## config.mk

```make
export PLATFORM = sky130hd
export DESIGN_NAME = subtree_event_collector
export DESIGN_NICKNAME = d
export VERILOG_FILES = /design/src/rtl/subtree_collector_pkg.sv /design/src/rtl/collector_fifo.sv /design/src/rtl/subtree_event_collector.sv
export SDC_FILE = /design/constraint.sdc
export NUM_CORES = 1
export LEC_CHECK = 0
export ABC_AREA = 1
export CAP_MARGIN = 20
export CORE_UTILIZATION = 57
export CTS_CLUSTER_SIZE = 20
export DETAILED_ROUTE_END_ITERATION = 10
export HOLD_SLACK_MARGIN = 0.15
export PLACE_DENSITY = 0.93
export SETUP_SLACK_MARGIN = 0.4
export SLEW_MARGIN = 25
export SYNTH_ARGS = -nofsm -noshare
export SYNTH_HDL_FRONTEND = slang
export SYNTH_SLANG_ARGS = --single-unit
```

## constraint.sdc

```tcl
create_clock -name clk -period 7.5 [get_ports clk]
set_clock_uncertainty 0.1 [all_clocks]
set_input_delay 1.875 -clock clk [delete_from_list [all_inputs] [get_ports clk]]
set_output_delay 1.875 -clock clk [all_outputs]
set_load 0.1 [all_outputs]
```

## src/rtl/subtree_collector_pkg.sv

```systemverilog
// Shared definitions for the subtree event collector: tag geometry helper,
// the default-geometry event tag type and the statistics counter width.
package subtree_collector_pkg;

    // Tag width for a given child count; a single child still gets one bit.
    function automatic int idx_width(input int num_child);
        return (num_child <= 2) ? 1 : $clog2(num_child);
    endfunction

    localparam int STATS_CNT_W   = 16;
    localparam int DEF_NUM_CHILD = 5;
    localparam int DEF_DATA_W    = 8;
    localparam int DEF_IDX_W     = idx_width(DEF_NUM_CHILD);

    typedef struct packed {
        logic [DEF_IDX_W-1:0]  idx;
        logic [DEF_DATA_W-1:0] payload;
    } evt_tag_t;

endpackage

```

## src/rtl/collector_fifo.sv

```systemverilog
// Synchronous FIFO with an explicit level counter, no fall-through at full,
// and a zeroed output word while empty.
module collector_fifo
    import subtree_collector_pkg::*;
#(
    parameter int WIDTH = 11,
    parameter int DEPTH = 4
) (
    input  logic                     clk,
    input  logic                     rst_n,
    input  logic                     in_valid,
    output logic                     in_ready,
    input  logic [WIDTH-1:0]         in_data,
    output logic                     out_valid,
    input  logic                     out_ready,
    output logic [WIDTH-1:0]         out_data,
    output logic [$clog2(DEPTH):0]   level
);

    localparam int PTR_W = $clog2(DEPTH);
    localparam int LVL_W = PTR_W + 1;

    logic [WIDTH-1:0] mem_q [DEPTH];
    logic [PTR_W-1:0] wr_ptr_q, wr_ptr_d;
    logic [PTR_W-1:0] rd_ptr_q, rd_ptr_d;
    logic [LVL_W-1:0] level_q, level_d;
    logic             push, pop;

    // Full blocks the push even when a pop happens in the same cycle.
    assign in_ready  = (level_q != LVL_W'(DEPTH));
    assign out_valid = (level_q != '0);
    assign push      = in_valid && in_ready;
    assign pop       = out_valid && out_ready;
    assign out_data  = out_valid ? mem_q[rd_ptr_q] : '0;
    assign level     = level_q;

    always_comb begin
        // NOTE: every always_comb output gets a default first so no path can infer a latch.
        wr_ptr_d = wr_ptr_q;
        rd_ptr_d = rd_ptr_q;
        level_d  = level_q;
        if (push) wr_ptr_d = wr_ptr_q + 1'b1;
        if (pop)  rd_ptr_d = rd_ptr_q + 1'b1;
        case ({push, pop})
            2'b10:   level_d = level_q + 1'b1;
            2'b01:   level_d = level_q - 1'b1;
            default: level_d = level_q;
        endcase
    end

    always_ff @(posedge clk or negedge rst_n) begin
        if (!rst_n) begin
            wr_ptr_q <= '0;
            rd_ptr_q <= '0;
            level_q  <= '0;
        end else begin
            // NOTE: sequential state uses non-blocking assignments so all flops update together.
            wr_ptr_q <= wr_ptr_d;
            rd_ptr_q <= rd_ptr_d;
            level_q  <= level_d;
        end
    end

    // NOTE: storage is deliberately not reset; out_data is masked while empty, so stale words never escape.
    always_ff @(posedge clk) begin
        if (push) mem_q[wr_ptr_q] <= in_data;
    end

endmodule

```

## src/rtl/subtree_event_collector.sv

```systemverilog
// Round-robin collector of child event beats into a tagged FIFO toward the parent.
// Optional per-child event counters are enabled with SUBTREE_COLLECTOR_STATS_EN.
module subtree_event_collector
    import subtree_collector_pkg::*;
#(
    parameter int NUM_CHILD  = 5,
    parameter int DATA_W     = 8,
    parameter int FIFO_DEPTH = 4
) (
    input  logic                                  clk,
    input  logic                                  rst_n,
    input  logic [NUM_CHILD-1:0]                  child_valid,
    input  logic [NUM_CHILD*DATA_W-1:0]           child_data,
    output logic [NUM_CHILD-1:0]                  child_ready,
    output logic                                  out_valid,
    output logic [idx_width(NUM_CHILD)+DATA_W-1:0] out_data,
    input  logic                                  out_ready,
    output logic [$clog2(FIFO_DEPTH):0]           fifo_level
`ifdef SUBTREE_COLLECTOR_STATS_EN
    ,
    output logic [NUM_CHILD*STATS_CNT_W-1:0]      child_evt_cnt
`endif
);

    localparam int IDX_W = idx_width(NUM_CHILD);
    localparam int TAG_W = IDX_W + DATA_W;

    logic [DATA_W-1:0]    payload [NUM_CHILD];
    logic [IDX_W-1:0]     rr_ptr_q, rr_ptr_d;
    logic [IDX_W:0]       cand_sum;
    logic [IDX_W-1:0]     cand_idx;
    logic                 grant_vld;
    logic [IDX_W-1:0]     grant_idx;
    logic [DATA_W-1:0]    grant_payload;
    logic [NUM_CHILD-1:0] grant_oh;
    logic                 fifo_in_ready;
    logic [TAG_W-1:0]     fifo_in_data;

    for (genvar i = 0; i < NUM_CHILD; i++) begin : g_unpack
        assign payload[i] = child_data[i*DATA_W +: DATA_W];
    end

    // Scan children starting at rr_ptr, wrapping; the first valid one wins.
    always_comb begin
        cand_sum      = '0;
        cand_idx      = '0;
        grant_vld     = 1'b0;
        grant_idx     = '0;
        grant_payload = '0;
        grant_oh      = '0;
        for (int k = 0; k < NUM_CHILD; k++) begin
            cand_sum = {1'b0, rr_ptr_q} + (IDX_W+1)'(k);
            if (cand_sum >= (IDX_W+1)'(NUM_CHILD))
                cand_sum = cand_sum - (IDX_W+1)'(NUM_CHILD);
            cand_idx = cand_sum[IDX_W-1:0];
            if (!grant_vld && child_valid[cand_idx] && fifo_in_ready) begin
                grant_vld     = 1'b1;
                grant_idx     = cand_idx;
                grant_payload = payload[cand_idx];
            end
        end
        if (grant_vld) grant_oh[grant_idx] = 1'b1;
    end

    assign child_ready  = grant_oh;
    assign fifo_in_data = {grant_idx, grant_payload};

    always_comb begin
        rr_ptr_d = rr_ptr_q;
        if (grant_vld)
            rr_ptr_d = (grant_idx == IDX_W'(NUM_CHILD-1)) ? '0 : grant_idx + 1'b1;
    end

    always_ff @(posedge clk or negedge rst_n) begin
        if (!rst_n) rr_ptr_q <= '0;
        else        rr_ptr_q <= rr_ptr_d;
    end

    collector_fifo #(
        .WIDTH (TAG_W),
        .DEPTH (FIFO_DEPTH)
    ) u_fifo (
        .clk       (clk),
        .rst_n     (rst_n),
        .in_valid  (grant_vld),
        .in_ready  (fifo_in_ready),
        .in_data   (fifo_in_data),
        .out_valid (out_valid),
        .out_ready (out_ready),
        .out_data  (out_data),
        .level     (fifo_level)
    );

`ifdef SUBTREE_COLLECTOR_STATS_EN
    logic [STATS_CNT_W-1:0] evt_cnt_q [NUM_CHILD];

    // Counters stick at all-ones rather than wrapping.
    always_ff @(posedge clk or negedge rst_n) begin
        if (!rst_n) begin
            for (int i = 0; i < NUM_CHILD; i++) evt_cnt_q[i] <= '0;
        end else begin
            for (int i = 0; i < NUM_CHILD; i++)
                if (grant_oh[i] && (evt_cnt_q[i] != '1))
                    evt_cnt_q[i] <= evt_cnt_q[i] + 1'b1;
        end
    end

    for (genvar i = 0; i < NUM_CHILD; i++) begin : g_stats_pack
        assign child_evt_cnt[i*STATS_CNT_W +: STATS_CNT_W] = evt_cnt_q[i];
    end
`endif

endmodule

```

# After elaboration in Yosys (flattened, before gate mapping)
# Memories as Yosys holds them, arrays and structs flattened.
# Index checks and enable logic that the tools add are counted.
# word_totals
mem_bits_ro	0
latchBits	0
word_cells	116
register_bits	10
ramBits	44
n_memories	1
# mem_list
name	depth	word_bits	read_ports	rd_ports_with_merged_regs	wr	line_no	source
u_fifo.mem_q	4	11	1	0	1	collector_fifo.sv:23	logic [WIDTH-1:0] mem_q [DEPTH];
# op_classes
n_eq_ne	4
bitwise	5
multipliers	0
n_addsub	14
n_mux	53
order_cmp	17
n_div	0
n_reduce_logical	18
n_shift	0
# op_table
operator	n
$bmux 8 s3	5
$mux 8	15
$mux 3	11
$lt 3x4->1 const B	6
$ge 4x4->1 const B	5
$not 3->4	5
$ge 4x3->1 const B	4
$bmux 1 s3	5
$sub 3x3->3 const B	5
$mux 1	13
$logic_and 1x1->1	12
$mux 11	1
$add 3x2->4 const B	2
$add 3x1->3 const B	2
$pmux 3 s2	1
$mux 5	1
$add 2x1->2 const B	2
$add 3x1->4 const B	1
$add 3x3->4 const B	1
$logic_not 1->1	4
$demux 1 s3	1
$eq 3x3->1 const B	1
$ge 3x1->1 const B	1
$ge 3x3->1 const B	1
6 further kinds	6

# Depth between registers and ports, before layout
# logic_depth
word_depth	27
ltp_mapped	25
ltp_nobuf	25

# Cells and area by module
# Synthesis repeated with hierarchy kept, for this count alone.
# hier_totals
hier_cells	826
area_unflattened_um2	5616.6
# by_module_without_submodules
mod	seq_area_each_um2	area_each_um2	n_inst	cells_each
subtree_event_collector	75.1	3139.3	1	595
collector_fifo	1496.4	2477.4	1	231

# Least setup slack after synthesis
# Ideal clock, no wire load.
# synth_timing
kind	input port to output port
start	in child_valid[0]
end	out child_ready[0]
n_path_buf	0
required_time_ps	5525
stages	16
t_arrival_ps	4314
setup_slack_ps	1211
cell_sequence	inv_1 > nand2_1 > o21ai_1 > nor2_1 > nor2_2 > nor2_2 > inv_2 > nand3_1 > inv_2 > nand2_4 > clkinv_4 > nand2_1 > nand3_2 > inv_2 > nand2_1 > nor2_1
# synth_via
elab_chain_len	25
elab_cells_between_ends	39
# synth_lines
item	line_no	source
start, declared	subtree_event_collector.sv:12	input logic [NUM_CHILD-1:0] child_valid,
$bmux 1 s3	subtree_event_collector.sv:56	if (!grant_vld && child_valid[cand_idx] && fifo_in_ready) begin
$mux 1 (implied by the code)	subtree_event_collector.sv:56	
$logic_and 1x1->1	subtree_event_collector.sv:56	
$mux 1	subtree_event_collector.sv:56	
$logic_not 1->1	subtree_event_collector.sv:56	
$logic_and 1x1->1 (2 in a row)	subtree_event_collector.sv:56	
$mux 1	subtree_event_collector.sv:56	
$logic_not 1->1	subtree_event_collector.sv:56	
[... 8 more ...]	-	
$logic_and 1x1->1 (2 in a row)	subtree_event_collector.sv:56	
$mux 3 (*)	subtree_event_collector.sv:56	
via grant_idx[0]	subtree_event_collector.sv:33	logic [IDX_W-1:0] grant_idx;
$lt 3x4->1 (implied by the code) or $ge 3x1->1 (tied branches)	subtree_event_collector.sv:62	if (grant_vld) grant_oh[grant_idx] = 1'b1;
$logic_and 1x1->1 (implied by the code)	subtree_event_collector.sv:62	
$mux 1 (implied by the code)	subtree_event_collector.sv:62	
$demux 1 s3 (*)	subtree_event_collector.sv:62	
$mux 5 (*)	subtree_event_collector.sv:62	
end, declared	subtree_event_collector.sv:14	output logic [NUM_CHILD-1:0] child_ready,
# The timed path passes the listed nets; every way through them passes the cells marked *. The select of a mux whose other input is x is not followed.

# Worst setup path after layout
# layout_timing
start	reg rr_ptr_q[0]
end	out child_ready[0]
# layout_via
elab_chain_len	27
elab_cells_between_ends	58
# layout_lines
item	line_no	source
start, declared	subtree_event_collector.sv:29	logic [IDX_W-1:0] rr_ptr_q, rr_ptr_d;
start signal, assigned	subtree_event_collector.sv:76	else rr_ptr_q <= rr_ptr_d;
branches (longest 21 deep; another with $add 3x1->4)	-	
$mux 3 (*)	subtree_event_collector.sv:56	
via grant_idx[0]	subtree_event_collector.sv:33	
$lt 3x4->1 (implied by the code) or $ge 3x1->1 (tied branches)	subtree_event_collector.sv:62	
$logic_and 1x1->1 (implied by the code)	subtree_event_collector.sv:62	
$mux 1 (implied by the code)	subtree_event_collector.sv:62	
$demux 1 s3 (*)	subtree_event_collector.sv:62	
$mux 5 (*)	subtree_event_collector.sv:62	
# Mark *: on every way through the listed nets, which the timed path passes. The select of a mux whose other input is x is not followed.

==> metrics.txt <==
# TYPE chip_impl_metric gauge
chip_impl_info{name="outcome",value="finished, final reports clean"} 1
chip_impl_metric{name="cts.clk_slew.worst_paths",unit="ns"} 0.09
chip_impl_metric{name="detailed_place_hpwl",unit="um"} 11900
chip_impl_info{name="path_class",value="flop to output pin"} 1
chip_impl_metric{name="final_report_hold_violation_count",unit=""} 0
chip_impl_metric{name="cts_setup_buffers",unit=""} 0
chip_impl_info{name="timing.rr.start",value="rr_ptr_q[0]$_DFFE_PN0P_"} 1
chip_impl_metric{name="timing.critical_path.required",unit="ns"} 5.53
chip_impl_metric{name="pin_count_of_the_biggest_net_entering_global_routing",unit=""} 37
chip_impl_metric{name="cap_violations",unit=""} 0
chip_impl_metric{name="fin_tns_setup",unit="ns"} 0
chip_impl_info{name="cell_at_the_root_of_the_clock_tree",value="sky130_fd_sc_hd__clkbuf_8"} 1
chip_impl_metric{name="clockBufferDepth",unit=""} 2
chip_impl_metric{name="drc",unit=""} 0
chip_impl_metric{name="grtUsageMet2",unit="%"} 56.8
chip_impl_metric{name="antenna_cells_inserted",unit=""} 0
chip_impl_metric{name="met3_routing_resource_usage_after_global_routing",unit="%"} 5.13
chip_impl_metric{name="postSynthAreaPerCell",unit="sq um"} 6.73
chip_impl_metric{name="layout-drive-gt1-share",unit="%"} 8.54
chip_impl_metric{name="fill_cells",unit=""} 731
chip_impl_metric{name="timing.final.crit_period",unit="ns"} 6.76
chip_impl_metric{name="synth_fp_nets",unit=""} 830
chip_impl_metric{name="route.antenna.remaining_nets",unit=""} 0
chip_impl_metric{name="avgRoutedWirePerCell",unit="um"} 17.4
chip_impl_metric{name="drt-vias-per-instance",unit=""} 6.24
chip_impl_metric{name="number_of_buffers_inserted_by_port_buffering",unit=""} 67
chip_impl_metric{name="cts_max_level",unit=""} 2
chip_impl_metric{name="relative_slew_margins",unit="%"} 34.1
chip_impl_metric{name="grt-ovfl-total",unit=""} 0
chip_impl_metric{name="final_nets",unit=""} 872
chip_impl_metric{name="floorplan.die_area",unit="sq um"} 9410
chip_impl_metric{name="rows",unit=""} 34
chip_impl_metric{name="drt_initial_violations",unit=""} 642
chip_impl_info{name="critPathLaunch",value="rr_ptr_q[0]$_DFFE_PN0P_"} 1
chip_impl_metric{name="start_util",unit="%"} 59.0
chip_impl_metric{name="synthToLayoutAreaGrowth",unit="%"} 14.6
chip_impl_metric{name="route.vias.total",unit=""} 5719
chip_impl_metric{name="synth.yosys.warnings",unit=""} 0
chip_impl_metric{name="netlist_instances",unit=""} 765
chip_impl_metric{name="clock_latency",unit="ns"} 0.30
chip_impl_metric{name="regToRegSetupSlack",unit="ns"} 2.61
chip_impl_metric{name="number_of_global_route_vias_before_repair",unit=""} 5202
chip_impl_metric{name="finalSetupViolations",unit=""} 0
chip_impl_info{name="tritoncts_clock_tree",value="built"} 1
chip_impl_metric{name="syn-cell-area",unit="sq um"} 5150
chip_impl_metric{name="antenna_violations_before_repair",unit=""} 0
chip_impl_metric{name="achievable-frequency",unit="MHz"} 148
chip_impl_info{name="worst_hold_path_type",value="flop to flop"} 1
chip_impl_metric{name="grt_pass1_wl",unit="um"} 25500
chip_impl_metric{name="chipHeight",unit="um"} 97.0
chip_impl_metric{name="postCtsResizedCells",unit=""} 0
chip_impl_metric{name="drv_slew",unit=""} 0
chip_impl_metric{name="synth_seq_cells",unit=""} 54
chip_impl_metric{name="cts_inserted_buffers",unit=""} 5
chip_impl_info{name="cp-start-kind",value="flop"} 1
chip_impl_info{name="rsz0062_at_grt",value="no"} 1
chip_impl_metric{name="use_met1",unit="%"} 43.4
chip_impl_info{name="worstSetupEndpointType",value="output pin"} 1
chip_impl_metric{name="numClockSinks",unit=""} 54
chip_impl_metric{name="worst_pin_slew",unit="ns"} 0.986
chip_impl_metric{name="worstRegToRegCells",unit=""} 20
chip_impl_metric{name="core-area",unit="sq um"} 8720
chip_impl_info{name="hold_path.startpoint",value="u_fifo.level[0]$_DFFE_PN0P_"} 1
chip_impl_metric{name="min_period_over_period",unit="%"} 90.1
chip_impl_metric{name="die_width",unit="um"} 97.0
chip_impl_metric{name="floorplan.io_pins",unit=""} 68
chip_impl_metric{name="synth.distinct_cells",unit=""} 38
chip_impl_info{name="grt_busiest_layer",value="met2"} 1
chip_impl_metric{name="synth.yosys.seq_area_share",unit="%"} 30.5
chip_impl_info{name="timing.rr.end",value="u_fifo.level[2]$_DFFE_PN0P_"} 1
chip_impl_metric{name="drt-pass1-iter-count",unit=""} 6
chip_impl_metric{name="cts_hold_repair.buffers",unit=""} 0
chip_impl_metric{name="crit_arrival",unit="ns"} 4.78
chip_impl_metric{name="worstPathMaxFanout",unit=""} 15
chip_impl_metric{name="wl",unit="um"} 15900
chip_impl_metric{name="track_usage",unit="%"} 33.2
chip_impl_info{name="cp-endpoint",value="child_ready[0]"} 1
chip_impl_metric{name="globalplace.congestion",unit=""} 1.03
## placed cells by master (no fill, tap or decap), types with 2 or more instances in the layout
| cell type | netlist | routed |
|---|---|---|
| sky130_fd_sc_hd__xor2_1 | 3 | 3 |
| sky130_fd_sc_hd__ha_1 | 15 | 15 |
| sky130_fd_sc_hd__a311oi_1 | 2 | 2 |
| sky130_fd_sc_hd__nor2_4 | 3 | 3 |
| sky130_fd_sc_hd__a21oi_1 | 80 | 80 |
| sky130_fd_sc_hd__buf_4 | 4 | 9 |
| sky130_fd_sc_hd__o21ai_0 | 103 | 102 |
| sky130_fd_sc_hd__nor3_1 | 7 | 7 |
| sky130_fd_sc_hd__o32ai_1 | 6 | 6 |
| sky130_fd_sc_hd__nor2_2 | 3 | 3 |
| sky130_fd_sc_hd__nand2_2 | 12 | 12 |
| sky130_fd_sc_hd__dfrtp_1 | 10 | 10 |
| sky130_fd_sc_hd__nand3_2 | 6 | 6 |
| sky130_fd_sc_hd__nor2_1 | 89 | 89 |
| sky130_fd_sc_hd__nand3_1 | 43 | 43 |
| sky130_fd_sc_hd__inv_2 | 12 | 12 |
| sky130_fd_sc_hd__edfxtp_1 | 44 | 44 |
| sky130_fd_sc_hd__clkbuf_8 | 0 | 6 |
| sky130_fd_sc_hd__clkdlybuf4s50_1 | 0 | 62 |
| sky130_fd_sc_hd__o22ai_1 | 15 | 15 |
| sky130_fd_sc_hd__nand2_1 | 147 | 147 |
| sky130_fd_sc_hd__o21ai_2 | 7 | 7 |
| sky130_fd_sc_hd__nand4_1 | 11 | 11 |
| sky130_fd_sc_hd__o21ai_1 | 2 | 3 |
| sky130_fd_sc_hd__fa_1 | 2 | 2 |
| sky130_fd_sc_hd__inv_1 | 72 | 72 |
| sky130_fd_sc_hd__o211ai_1 | 22 | 22 |
| sky130_fd_sc_hd__nand2_4 | 5 | 5 |
## stage by stage
stage / utilization (%) / cell area (sq um) / hold WS, ns / worst slack, ns / instances
floorplan: - / 5150 / 0.468 / 1.21 / 765
global placement: 66.6 / 5810 / 0.444 / 1.22 / 908
detailed placement: 66.6 / 5810 / 0.459 / 1.12 / 908
CTS: 67.6 / 5900 / 0.473 / 0.795 / 916
global route: 67.6 / 5900 / 0.500 / 0.444 / 916
finish: 67.6 / 5900 / 0.469 / 0.741 / 916
## worst min path at each step
| stage | to | cells past startpoint | slack, ns |
|---|---|---|---|
| 2_1_floorplan | u_fifo.wr_ptr_q[1]$_DFFE_PN0P_ | 2 | 0.47 |
| 3_5_place_dp | u_fifo.level[0]$_DFFE_PN0P_ | 1 | 0.46 |
| 6_report | u_fifo.level[0]$_DFFE_PN0P_ | 1 | 0.47 |
| 3_3_place_gp | u_fifo.level[0]$_DFFE_PN0P_ | 1 | 0.44 |
| 4_1_cts | u_fifo.level[0]$_DFFE_PN0P_ | 1 | 0.47 |
| 5_1_grt | u_fifo.level[0]$_DFFE_PN0P_ | 1 | 0.50 |
## routing by layer
metal	vias to the layer above	part of all wire, %	wire (um)
li1	2699	-	-
met1	2588	39	6250
met2	386	47	7450
met3	46	12	1860
met4	0	2.1	340
met5	-	0	0
## kinds of logic (layout without fill, tap and decap cells)
| family | count (synthesis) | after routing | share of synthesized area [%] |
|---|---|---|---|
| AOI/OAI and AO/OA | 239 | 239 | 25.9 |
| xor gates and xnor gates | 5 | 5 | 0.997 |
| adders and majority gates | 17 | 17 | 4.43 |
| buffers and inverters | 122 | 165 | 9.56 |
| DFF | 54 | 54 | 30.5 |
| and+or+nand+nor | 328 | 328 | 28.6 |
## final cells by class
type                            instances  area [sq um]  area share (%)
Sequential cell                        54          1570            26.6
Inverter                               86           328            5.56
Multi-Input combinational cell        589          3080            52.3
Timing Repair Buffer                   71           688            11.7
Clock buffer                            7          86.3            1.46
Clock inverter                          1          5.00          0.0849
Tap cell                              108           135            2.29
## registers in the layout (all words and copies together), names as in the netlist
name / cells
u_fifo.wr_ptr_q: 2
u_fifo.rd_ptr_q: 2
u_fifo.level: 3
rr_ptr_q: 3
u_fifo.mem_q: 44
## synthesized netlist by cell type
master	count	area share, %
sky130_fd_sc_hd__nand4_1	11	1.3
sky130_fd_sc_hd__inv_1	72	5.3
sky130_fd_sc_hd__nand2_2	12	1.5
sky130_fd_sc_hd__o21ai_1	2	0.19
sky130_fd_sc_hd__inv_2	12	0.88
sky130_fd_sc_hd__nand2_4	5	1.1
sky130_fd_sc_hd__buf_4	4	0.58
sky130_fd_sc_hd__o31ai_1	1	0.15
sky130_fd_sc_hd__nand2_1	147	11
sky130_fd_sc_hd__xnor2_1	1	0.17
sky130_fd_sc_hd__o211ai_1	22	3.2
sky130_fd_sc_hd__o32ai_1	6	1.0
sky130_fd_sc_hd__nor2_2	3	0.36
sky130_fd_sc_hd__nor3_2	1	0.19
sky130_fd_sc_hd__clkbuf_1	24	1.8
sky130_fd_sc_hd__nand3_1	43	4.2
sky130_fd_sc_hd__fa_1	2	0.78
sky130_fd_sc_hd__a21oi_1	80	7.8
sky130_fd_sc_hd__buf_1	2	0.15
sky130_fd_sc_hd__buf_6	1	0.22
sky130_fd_sc_hd__a21oi_2	1	0.17
sky130_fd_sc_hd__clkinv_1	1	0.073
sky130_fd_sc_hd__clkinv_4	1	0.17
sky130_fd_sc_hd__edfxtp_1	44	26
sky130_fd_sc_hd__xor2_1	3	0.51
sky130_fd_sc_hd__ha_1	15	3.6
sky130_fd_sc_hd__o22ai_1	15	1.8
sky130_fd_sc_hd__nor2_4	3	0.66
sky130_fd_sc_hd__buf_2	5	0.49
sky130_fd_sc_hd__nand4_2	1	0.24
sky130_fd_sc_hd__xnor2_2	1	0.32
sky130_fd_sc_hd__nand3_2	6	1.2
sky130_fd_sc_hd__nor2_1	89	6.5
sky130_fd_sc_hd__nor3_1	7	0.68
sky130_fd_sc_hd__o21ai_2	7	1.2
sky130_fd_sc_hd__dfrtp_1	10	4.9
sky130_fd_sc_hd__a311oi_1	2	0.34
sky130_fd_sc_hd__o21ai_0	103	10
## critical path, cell delays in order (launching register included)
cell and delay [ns]:
sky130_fd_sc_hd__dfrtp_1 0.74, sky130_fd_sc_hd__inv_2 0.23, sky130_fd_sc_hd__ha_1 0.29, sky130_fd_sc_hd__ha_1 0.42, sky130_fd_sc_hd__inv_1 0.40, sky130_fd_sc_hd__nand2_1 0.12
sky130_fd_sc_hd__o21ai_2 0.22, sky130_fd_sc_hd__inv_2 0.19, sky130_fd_sc_hd__a21oi_2 0.22, sky130_fd_sc_hd__nand2_2 0.20, sky130_fd_sc_hd__nand2_1 0.36, sky130_fd_sc_hd__o22ai_1 0.11
sky130_fd_sc_hd__a21oi_1 0.18, sky130_fd_sc_hd__nand3_2 0.19, sky130_fd_sc_hd__inv_2 0.14, sky130_fd_sc_hd__nand2_1 0.06, sky130_fd_sc_hd__nor2_1 0.11, sky130_fd_sc_hd__buf_4 0.30
Power is not shown: default switching activity piles up to over one toggle a cycle in this logic, so the estimate is an artifact.
